--- src/rtl/disp_src_sched_if.sv ---
// rtl/disp_src_sched_if.sv - source inputs and display outputs of the display source scheduler
interface disp_src_sched_if;
    logic        src0_req, src1_req, src2_req;
    logic        src0_vld, src1_vld, src2_vld;
    logic [19:0] src0_data, src1_data, src2_data;
    logic [2:0]  src0_dp, src1_dp, src2_dp;
    logic [23:0] bcd;
    logic [5:0]  dp_sel;
    logic        upd;
    logic        busy;
    logic [1:0]  cur_src;

    modport slave (
        input  src0_req, src1_req, src2_req, src0_vld, src1_vld, src2_vld,
        input  src0_data, src1_data, src2_data, src0_dp, src1_dp, src2_dp,
        output bcd, dp_sel, upd, busy, cur_src
    );
    modport master (
        output src0_req, src1_req, src2_req, src0_vld, src1_vld, src2_vld,
        output src0_data, src1_data, src2_data, src0_dp, src1_dp, src2_dp,
        input  bcd, dp_sel, upd, busy, cur_src
    );
endinterface

--- src/rtl/disp_src_sched.sv ---
// rtl/disp_src_sched.sv - display source scheduler with double-dabble BCD conversion
// Optional leading-zero blanking: define DISP_LZB_EN.
module disp_src_sched #(
    parameter int CLK_HZ  = 50_000_000,
    parameter int PAGE_MS = 2000
) (
    input  logic              clk,
    input  logic              rst_n,
    disp_src_sched_if.slave   bus
);
    localparam int PAGE_CYC = CLK_HZ / 1000 * PAGE_MS;
    localparam int CW = (PAGE_CYC > 1) ? $clog2(PAGE_CYC) : 1;
    localparam logic [CW-1:0] PAGE_LAST = CW'(PAGE_CYC - 1);

    typedef enum logic [1:0] {IDLE, LATCH, CONV, LOAD} state_t;

    state_t        state;
    logic          pending;
    logic [CW-1:0] page_cnt;
    logic [4:0]    step;
    logic [19:0]   bin;
    logic [23:0]   acc;
    logic [2:0]    dp_lat;

    logic [1:0]  next_src;
    logic        page_wrap;
    logic        cur_vld;
    logic [19:0] src_data;
    logic [2:0]  src_dp;
    logic [23:0] adj;
    logic [23:0] acc_nx;
    logic [19:0] bin_nx;
    logic [23:0] disp;
    logic [5:0]  dp_nx;

    always_comb begin
        src_data = bus.src0_data;
        src_dp   = bus.src0_dp;
        cur_vld  = bus.src0_vld;
        case (bus.cur_src)
            2'd1: begin src_data = bus.src1_data; src_dp = bus.src1_dp; cur_vld = bus.src1_vld; end
            2'd2: begin src_data = bus.src2_data; src_dp = bus.src2_dp; cur_vld = bus.src2_vld; end
            default: ;
        endcase
    end

    // Alarm preempts; otherwise rotate among requesting {0,1} at page end.
    always_comb begin
        next_src  = bus.cur_src;
        page_wrap = 1'b0;
        if (bus.src2_req)
            next_src = 2'd2;
        else if (bus.cur_src == 2'd2)
            next_src = (bus.src1_req && !bus.src0_req) ? 2'd1 : 2'd0;
        else if (page_cnt == PAGE_LAST) begin
            page_wrap = 1'b1;
            if (bus.cur_src == 2'd0)
                next_src = bus.src1_req ? 2'd1 : 2'd0;
            else
                next_src = bus.src0_req ? 2'd0 : 2'd1;
        end
    end

    always_comb begin
        adj = acc;
        for (int i = 0; i < 6; i++)
            if (acc[i*4 +: 4] >= 4'd5)
                adj[i*4 +: 4] = acc[i*4 +: 4] + 4'd3;
        acc_nx = {adj[22:0], bin[19]};
        bin_nx = {bin[18:0], 1'b0};
    end

    always_comb begin
        disp  = acc;
        dp_nx = (dp_lat <= 3'd5) ? (6'b000001 << dp_lat) : 6'b000000;
`ifdef DISP_LZB_EN
        begin
            logic lead;
            int   dp_eff;
            lead   = 1'b1;
            dp_eff = (dp_lat <= 3'd5) ? int'(dp_lat) : 0;
            for (int i = 5; i >= 1; i--) begin
                if (lead && acc[i*4 +: 4] == 4'd0 && i > dp_eff)
                    disp[i*4 +: 4] = 4'hF;
                else
                    lead = 1'b0;
            end
        end
`endif
    end

    always_ff @(posedge clk or negedge rst_n) begin
        if (!rst_n) begin
            state       <= IDLE;
            pending     <= 1'b0;
            page_cnt    <= '0;
            step        <= '0;
            bin         <= '0;
            acc         <= '0;
            dp_lat      <= 3'd7;
            bus.bcd     <= 24'hFFFFF0;
            bus.dp_sel  <= '0;
            bus.upd     <= 1'b0;
            bus.busy    <= 1'b0;
            bus.cur_src <= 2'd0;
        end else begin
            bus.upd <= 1'b0;
            // Counter parks at its last value until IDLE can act on the page end.
            if (bus.src2_req || bus.cur_src == 2'd2)
                page_cnt <= '0;
            else if (page_cnt != PAGE_LAST)
                page_cnt <= page_cnt + 1'b1;
            if (state != IDLE && cur_vld)
                pending <= 1'b1;

            case (state)
                IDLE: begin
                    bus.cur_src <= next_src;
                    if (page_wrap)
                        page_cnt <= '0;
                    if (pending || cur_vld || next_src != bus.cur_src) begin
                        pending  <= 1'b0;
                        bus.busy <= 1'b1;
                        state    <= LATCH;
                    end
                end
                LATCH: begin
                    bin    <= (src_data > 20'd999999) ? 20'd999999 : src_data;
                    acc    <= '0;
                    dp_lat <= src_dp;
                    step   <= '0;
                    state  <= CONV;
                end
                CONV: begin
                    acc  <= acc_nx;
                    bin  <= bin_nx;
                    step <= step + 5'd1;
                    if (step == 5'd19)
                        state <= LOAD;
                end
                default: begin
                    bus.bcd    <= disp;
                    bus.dp_sel <= dp_nx;
                    bus.upd    <= 1'b1;
                    bus.busy   <= 1'b0;
                    state      <= IDLE;
                end
            endcase
        end
    end
endmodule

--- src/flat_wrapper.sv ---
// flat-port wrapper written by rule: the top's interface ports become plain ports
module disp_src_sched_flat 
#(
    parameter int CLK_HZ  = 50_000_000,
    parameter int PAGE_MS = 2000
)
  (clk, rst_n, bus_src0_req, bus_src1_req, bus_src2_req, bus_src0_vld, bus_src1_vld, bus_src2_vld, bus_src0_data, bus_src1_data, bus_src2_data, bus_src0_dp, bus_src1_dp, bus_src2_dp, bus_bcd, bus_dp_sel, bus_upd, bus_busy, bus_cur_src);
  disp_src_sched_if bus_i ();
  input  logic clk;
  input  logic rst_n;
  input wire logic [$bits(bus_i.src0_req)-1:0] bus_src0_req;
  input wire logic [$bits(bus_i.src1_req)-1:0] bus_src1_req;
  input wire logic [$bits(bus_i.src2_req)-1:0] bus_src2_req;
  input wire logic [$bits(bus_i.src0_vld)-1:0] bus_src0_vld;
  input wire logic [$bits(bus_i.src1_vld)-1:0] bus_src1_vld;
  input wire logic [$bits(bus_i.src2_vld)-1:0] bus_src2_vld;
  input wire logic [$bits(bus_i.src0_data)-1:0] bus_src0_data;
  input wire logic [$bits(bus_i.src1_data)-1:0] bus_src1_data;
  input wire logic [$bits(bus_i.src2_data)-1:0] bus_src2_data;
  input wire logic [$bits(bus_i.src0_dp)-1:0] bus_src0_dp;
  input wire logic [$bits(bus_i.src1_dp)-1:0] bus_src1_dp;
  input wire logic [$bits(bus_i.src2_dp)-1:0] bus_src2_dp;
  output wire logic [$bits(bus_i.bcd)-1:0] bus_bcd;
  output wire logic [$bits(bus_i.dp_sel)-1:0] bus_dp_sel;
  output wire logic [$bits(bus_i.upd)-1:0] bus_upd;
  output wire logic [$bits(bus_i.busy)-1:0] bus_busy;
  output wire logic [$bits(bus_i.cur_src)-1:0] bus_cur_src;
  assign bus_i.src0_req = bus_src0_req;
  assign bus_i.src1_req = bus_src1_req;
  assign bus_i.src2_req = bus_src2_req;
  assign bus_i.src0_vld = bus_src0_vld;
  assign bus_i.src1_vld = bus_src1_vld;
  assign bus_i.src2_vld = bus_src2_vld;
  assign bus_i.src0_data = bus_src0_data;
  assign bus_i.src1_data = bus_src1_data;
  assign bus_i.src2_data = bus_src2_data;
  assign bus_i.src0_dp = bus_src0_dp;
  assign bus_i.src1_dp = bus_src1_dp;
  assign bus_i.src2_dp = bus_src2_dp;
  assign bus_bcd = bus_i.bcd;
  assign bus_dp_sel = bus_i.dp_sel;
  assign bus_upd = bus_i.upd;
  assign bus_busy = bus_i.busy;
  assign bus_cur_src = bus_i.cur_src;
  disp_src_sched #(.CLK_HZ(CLK_HZ), .PAGE_MS(PAGE_MS)) u_core (.clk(clk), .rst_n(rst_n), .bus(bus_i));
endmodule
--- config.mk ---
export PLATFORM = sky130hd
export DESIGN_NAME = disp_src_sched_flat
export DESIGN_NICKNAME = d
export VERILOG_FILES = /design/src/rtl/disp_src_sched_if.sv /design/src/rtl/disp_src_sched.sv /design/src/flat_wrapper.sv
export SDC_FILE = /design/constraint.sdc
export NUM_CORES = 1
export LEC_CHECK = 0
export BUFFER_PORTS_ARGS = -buffer_cell sky130_fd_sc_hd__buf_4
export CAP_MARGIN = 20
export CORE_MARGIN = 3
export CORE_UTILIZATION = 30
export CTS_BUF_LIST = sky130_fd_sc_hd__clkbuf_8
export CTS_CLUSTER_SIZE = 24
export DETAILED_ROUTE_END_ITERATION = 7
export GPL_TIMING_DRIVEN = 0
export SLEW_MARGIN = 20
export SYNTH_ARGS = -nofsm -noshare
export SYNTH_HDL_FRONTEND = slang
export SYNTH_SLANG_ARGS = --single-unit
--- constraint.sdc ---
create_clock -name clk -period 2.5 [get_ports clk]
set_clock_uncertainty 0.05 [all_clocks]
set_input_delay 0.5 -clock clk [delete_from_list [all_inputs] [get_ports clk]]
set_output_delay 0.5 -clock clk [all_outputs]
set_load 0.05 [all_outputs]
======== Word-level counts from Yosys, hierarchy flattened ========
Index checks and enable logic that the tools add are counted.
storage, ports and cells
  register bits ........................... 116
  input port bits ......................... 77
  output and inout port bits .............. 34
  logic and storage cells ................. 91
cells by class
  add/subtract/negate cells ............... 8
  magnitude comparators ................... 8
  eq/ne operators ......................... 10
  shift operators ......................... 1
  mux-type cells .......................... 37
  bitwise operators ....................... 1
  reduce and logical (&&, ||, !) cells .... 14
operators by type and width
  cell                                                                count
  two-way mux 27 bit                                                  4
  one-hot mux 20 bit (2 select lines)                                 2
  one-hot mux 24 bit (2 select lines)                                 1
  adder 27 x 1 -> 27 bit (second input constant)                      1
  == test 27 bit (second input constant)                              1
  inequality test 27 bit (second input constant)                      1
  greater-or-equal comparator 4 x 3 -> 1 bit (second input constant)  6
  adder 4 x 2 -> 4 bit (second input constant)                        5
  > comparator 20 bit (second input constant)                         1
  two-way mux 20 bit                                                  1
  two-way mux 4 bit                                                   5
  two-way mux 2 bit                                                   6
  two-way mux 1 bit                                                   11
  one-hot mux 5 bit (2 select lines)                                  1
  two-way mux 6 bit                                                   1
  one-hot mux 2 bit (3 select lines)                                  1
  one-hot mux 3 bit (2 select lines)                                  1
  << shifter 1 x 3 -> 6 bit (first input constant)                    1
  adder 5 x 1 -> 5 bit (second input constant)                        1
  == test 5 bit (second input constant)                               1
  == test 2 x 1 -> 1 bit (second input constant)                      2
  == test 2 bit (second input constant)                               2
  zero test 2 bit                                                     2
  inequality test 2 x 1 -> 1 bit (second input constant)              2
  13 further kinds                                                    19

======== Logic depth before layout (Yosys ltp) ========
  word-level depth ........................ 9
  depth in mapped cells ................... 10
  depth with buffers taken out ............ 7

======== Worst setup path after synthesis ========
Ideal clock, no wire load.
  path kind ............................... reg-to-reg
  from .................................... reg u_core.bus.cur_src[1]
  to ...................................... reg u_core.bin[15]
  library setup time ...................... 0.126 ns
  arrival time ............................ 2.651 ns
  required time ........................... 2.324 ns
  path slack .............................. -0.327 ns
  cell stages (with the launch flop) ...... 9
  buffers on the path ..................... 2
  period minus slack after synthesis ...... 2.827 ns
  cell sequence ........................... dfrtp_1 -> inv_1 -> ha_1 -> buf_2 -> buf_2 -> mux2i_1 -> or4_1 -> a221oi_1 -> nor2_1
between the ends
  cells in the longest elaborated chain, start to end .. 5
  elaborated cells on any way between the ends .. 6
  classes of those cells .................. order compare: 1; eq/ne: 2; mux: 3
RTL lines
  element                                                         RTL line                 text
  start: declaration                                              disp_src_sched_if.sv:16  output bcd, dp_sel, upd, busy, cur_src
  start signal: assignment                                        disp_src_sched.sv:118    bus.cur_src <= next_src;
  == test 2 bit / == test 2 x 1 -> 1 bit (equally long branches)  disp_src_sched.sv:40     case (bus.cur_src)
  one-hot mux 20 bit (2 select lines) *                           disp_src_sched.sv:40
  > comparator 20 bit                                             disp_src_sched.sv:128    bin <= (src_data > 20'd999999) ? 20'd999999 : src_data;
  two-way mux 20 bit *                                            disp_src_sched.sv:128
  one-hot mux 20 bit (2 select lines) *                           disp_src_sched.sv:116    case (state)
  end signal: assignment                                          disp_src_sched.sv:128
  end signal: assignment                                          disp_src_sched.sv:136    bin <= bin_nx;
  end: declaration                                                disp_src_sched.sv:21     logic [19:0] bin;
Every way passes the cells marked *; elsewhere a longest branch is shown, timed or not.
A chain may end at the register's enable or synchronous reset.

======== Worst setup path after layout ========
  from .................................... reg u_core.bus.cur_src[1]
  to ...................................... reg u_core.bin[13]
The elaborated chain is that of the path after synthesis.

==> results_dict.tcl <==
set metrics [dict create \
    ys_warn_count 0 \
    ys_seq_area_share_pct 45.9 \
    die_h_um 152 \
    path_clk_slew_ns 0.07 \
    arrival_ns 2.66 \
    cp_max_fo 10 \
    gp_congestion 0.806 \
    p_int_mw 5.09 \
    clockBufferDepth 2 \
    rrSetupSlack_ns 0.11 \
    synth_edf_count 0 \
    yosysTopAreaCellShare_pct 36.4 \
    grt_pass1_wl_mm 28.0 \
    syn-instance-count 650 \
    fin_util_pct 39.9 \
    post-place-ws_ns -0.402 \
    slew_headroom_pct 56.8 \
    ys_dominant_reg_cell "dfrtp_1" \
    multiInputGateArea_sq_um 3290 \
    dieArea_sq_um 23100 \
    syn_area_per_cell_sq_um 9.84 \
    drv_slew 0 \
    p_leak_nw 3.48 \
    seq_power_share_pct 27.9 \
    synthArstFlopShare_pct 100 \
    power_switching_mw 3.94 \
    wl_per_cell_um 16.3 \
    p_total_mw 9.04 \
    setup_violations 0 \
    fin_crit_sh_pct 95.7 \
    drive_gt1_share_pct 29.8 \
    dp_cells 1030 \
    dr.pass1.iters 5 \
    die_w_um 152 \
    place_hpwl_mm 12.6 \
    end_kind "register" \
    yosysUniqueCellTypes 57 \
    seqCellArea_sq_um 2930 \
    hold_viol 0 \
    fillers 2061 \
    grt-ovfl-total 0 \
    start_util_pct 31.1 \
    cts_buffers 17 \
    vias 5542 \
    totalWireLength_mm 17.4 \
    setup_ws_ns 0.107 \
    core_sq_um 20600 \
    num_io_pins 111 \
    yosys-top-cells-area "dfrtp_1 36%, dfstp_2 9.5%, mux2_2 5.3%" \
    fin_cells 1069 \
    start_kind "register" \
    crit_type "reg -> reg" \
    maxCapViolations 0 \
    drtIter0Drc 420 \
    p_comb_share_pct 50.8 \
    cts_tree "done" \
    fmax_mhz 418 \
    hold_path.class "in -> reg" \
    ys_ff_latch 116 \
    antenna_found_initial 0 \
    grtUsageTotal_pct 14.8 \
    period_minus_slack_ns 2.39 \
    nets 884 \
    n_antenna_cell 0 \
    swShare_pct 43.6 \
    cts_root_buf "clkbuf_8" \
    p_per_area_nw_per_um2 1100 \
    hold_slack_ns 0.286 \
    ir_drop_v 0.000601 \
    io_buffers 109 \
    clkLatencyLatePin_ns 0.45 \
    grt_max_degree 77 \
    p_clk_share_pct 21.4 \
    ant_nets 0 \
    std_cell_rows 52 \
    area.growth.synth_to_final_pct 28.3 \
    synth_top_cell_by_area "dfrtp_1" \
    status "completed" \
    critical_path_required_ns 2.77 \
    netlist_area_sq_um 6390 \
    cts.sinks 116 \
    worst_pin_slew_ns 0.648 \
    htree_levels 4 \
    viasPerCell 5.18 \
    drc 0 \
    synth_nets 748 \
    first_global_vias 5445 \
]
[metal layers]
metal  track usage [%]  wire (um)
met2              25.4       8690
met5                 0          0
met3              3.70        808
met4              4.67        300
met1              18.2       7600
[per-stage QoR]
stage	area [sq um]	setup TNS [ns]
2_1_floorplan	6400	0
3_3_place_gp	7560	-8.60
3_5_place_dp	7590	-9.86
4_1_cts	8120	0
5_1_grt	8210	-0.0293
6_report	8210	0
[power groups by stage]
stage               clock, mW  combinational (mW)  sequential, mW
global route             2.07                5.04            2.57
CTS                      1.98                4.45            2.52
global placement            0                4.25            2.55
finish                   1.93                4.59            2.52
floorplan                   0                2.77            2.76
detailed placement          0                4.29            2.55
[cell usage in the layout, fill, tap and decap left out, types with 5 or more instances in the layout]
cell type  netlist  layout
buf_4            0     116
dfrtp_1         93      91
nor2_1          58      58
a21oi_1         40      40
inv_1           30      32
nand2_1         33      32
mux2_2          30      30
o21ai_0         28      24
dfstp_2         23      23
xnor2_1         20      20
a31oi_1         20      20
ha_1            21      20
clkbuf_8         0      20
o22ai_1         19      19
clkbuf_1        25      17
nand3_1         16      15
a22o_1          15      15
nor3_1          13      13
a22oi_1         13      13
mux2i_1         15      11
nand4_1         10      10
o31ai_1         10      10
or4_1           11      10
o2bb2ai_1       10      10
nand2b_1         9       9
o211ai_1         7       7
o32ai_1          7       7
clkbuf_2         0       6
and3_1           6       6
xor2_1           6       6
a211oi_1         6       5
[flip-flops by register name, indices dropped and copies added (netlist names)]
signal	cells
u_core.acc	24
u_core.bin	20
u_core.bus.bcd	24
u_core.bus.busy	1
u_core.bus.cur_src	2
u_core.bus.dp_sel	6
u_core.bus.upd	1
u_core.dp_lat	3
u_core.page_cnt	27
u_core.pending	1
u_core.state	2
u_core.step	5
[worst max-delay path, cell delays in order (launching register included)]
cell     delay [ns]
dfrtp_2        0.46
inv_4          0.10
ha_1           0.23
buf_4          0.20
buf_6          0.17
mux2i_2        0.19
or4_4          0.60
o21ai_2        0.17
a31oi_1        0.10
[final timing paths]
check	to	from	cells after the start
setup / recovery	u_core.bin[13]	u_core.bus.cur_src[1]	8
hold / removal	u_core.dp_lat[0]	bus_src0_dp[0]	3
setup reg to reg	u_core.bin[13]	u_core.bus.cur_src[1]	8
hold reg to reg	u_core.bin[8]	u_core.bin[8]	2
max in group asynchronous	u_core.dp_lat[2]	rst_n	3
min in group asynchronous	u_core.bus.bcd[3]	rst_n	2
[Yosys cell counts (4+ instances only)]
master / instances
a31oi_1: 20
buf_2: 6
a21oi_1: 40
nand2_1: 33
clkbuf_1: 25
nand4_1: 10
and3_1: 6
o211ai_1: 7
dfstp_2: 23
a211oi_1: 6
or4_1: 11
o32ai_1: 7
dfrtp_1: 93
inv_1: 30
a22o_1: 15
xor2_1: 6
mux2i_1: 15
nor4_1: 4
buf_1: 5
o2bb2ai_1: 10
nand2b_1: 9
xnor2_1: 20
nor2_1: 58
o31ai_1: 10
mux2_2: 30
nor3_1: 13
o21ai_0: 28
and4_1: 4
a22oi_1: 13
nand3_1: 16
o22ai_1: 19
ha_1: 21
[logic make-up (layout without fill, tap and decap cells)]
| logic type | Yosys count | count (layout) | synth area share (%) |
|---|---|---|---|
| adder cells (fa/ha/maj) | 21 | 21 | 4.11 |
| multiplexers | 45 | 45 | 7.63 |
| AO/OA/AOI/OAI | 191 | 191 | 19.9 |
| XOR/XNOR | 26 | 26 | 3.56 |
| AND/OR/NAND/NOR | 183 | 183 | 14.8 |
| buffers and inverters | 68 | 217 | 4.11 |
| flip-flops | 116 | 116 | 45.9 |
[area by class of cell]
type	instances	area share, %
well taps	270	4.12
inverters	32	1.49
repair buffers	117	11.0
plain buffers	36	2.17
flip-flops and latches	116	35.8
multi-input cells	466	40.1
clock inverters	12	2.00
clock buffers	20	3.35
[repair_timing]
| item | CTS | global route |
|---|---|---|
| endpoints found under the hold margin | 21 | 0 |
| gates resized for setup | 18 | 21 |
| endpoints found under the setup margin | 43 | 33 |
| buffers inserted | 2 | 4 |
| hold buffers | 1 | 0 |
| pin swaps | 2 | 4 |
No activity file was read; power rests on OpenSTA's default activity.
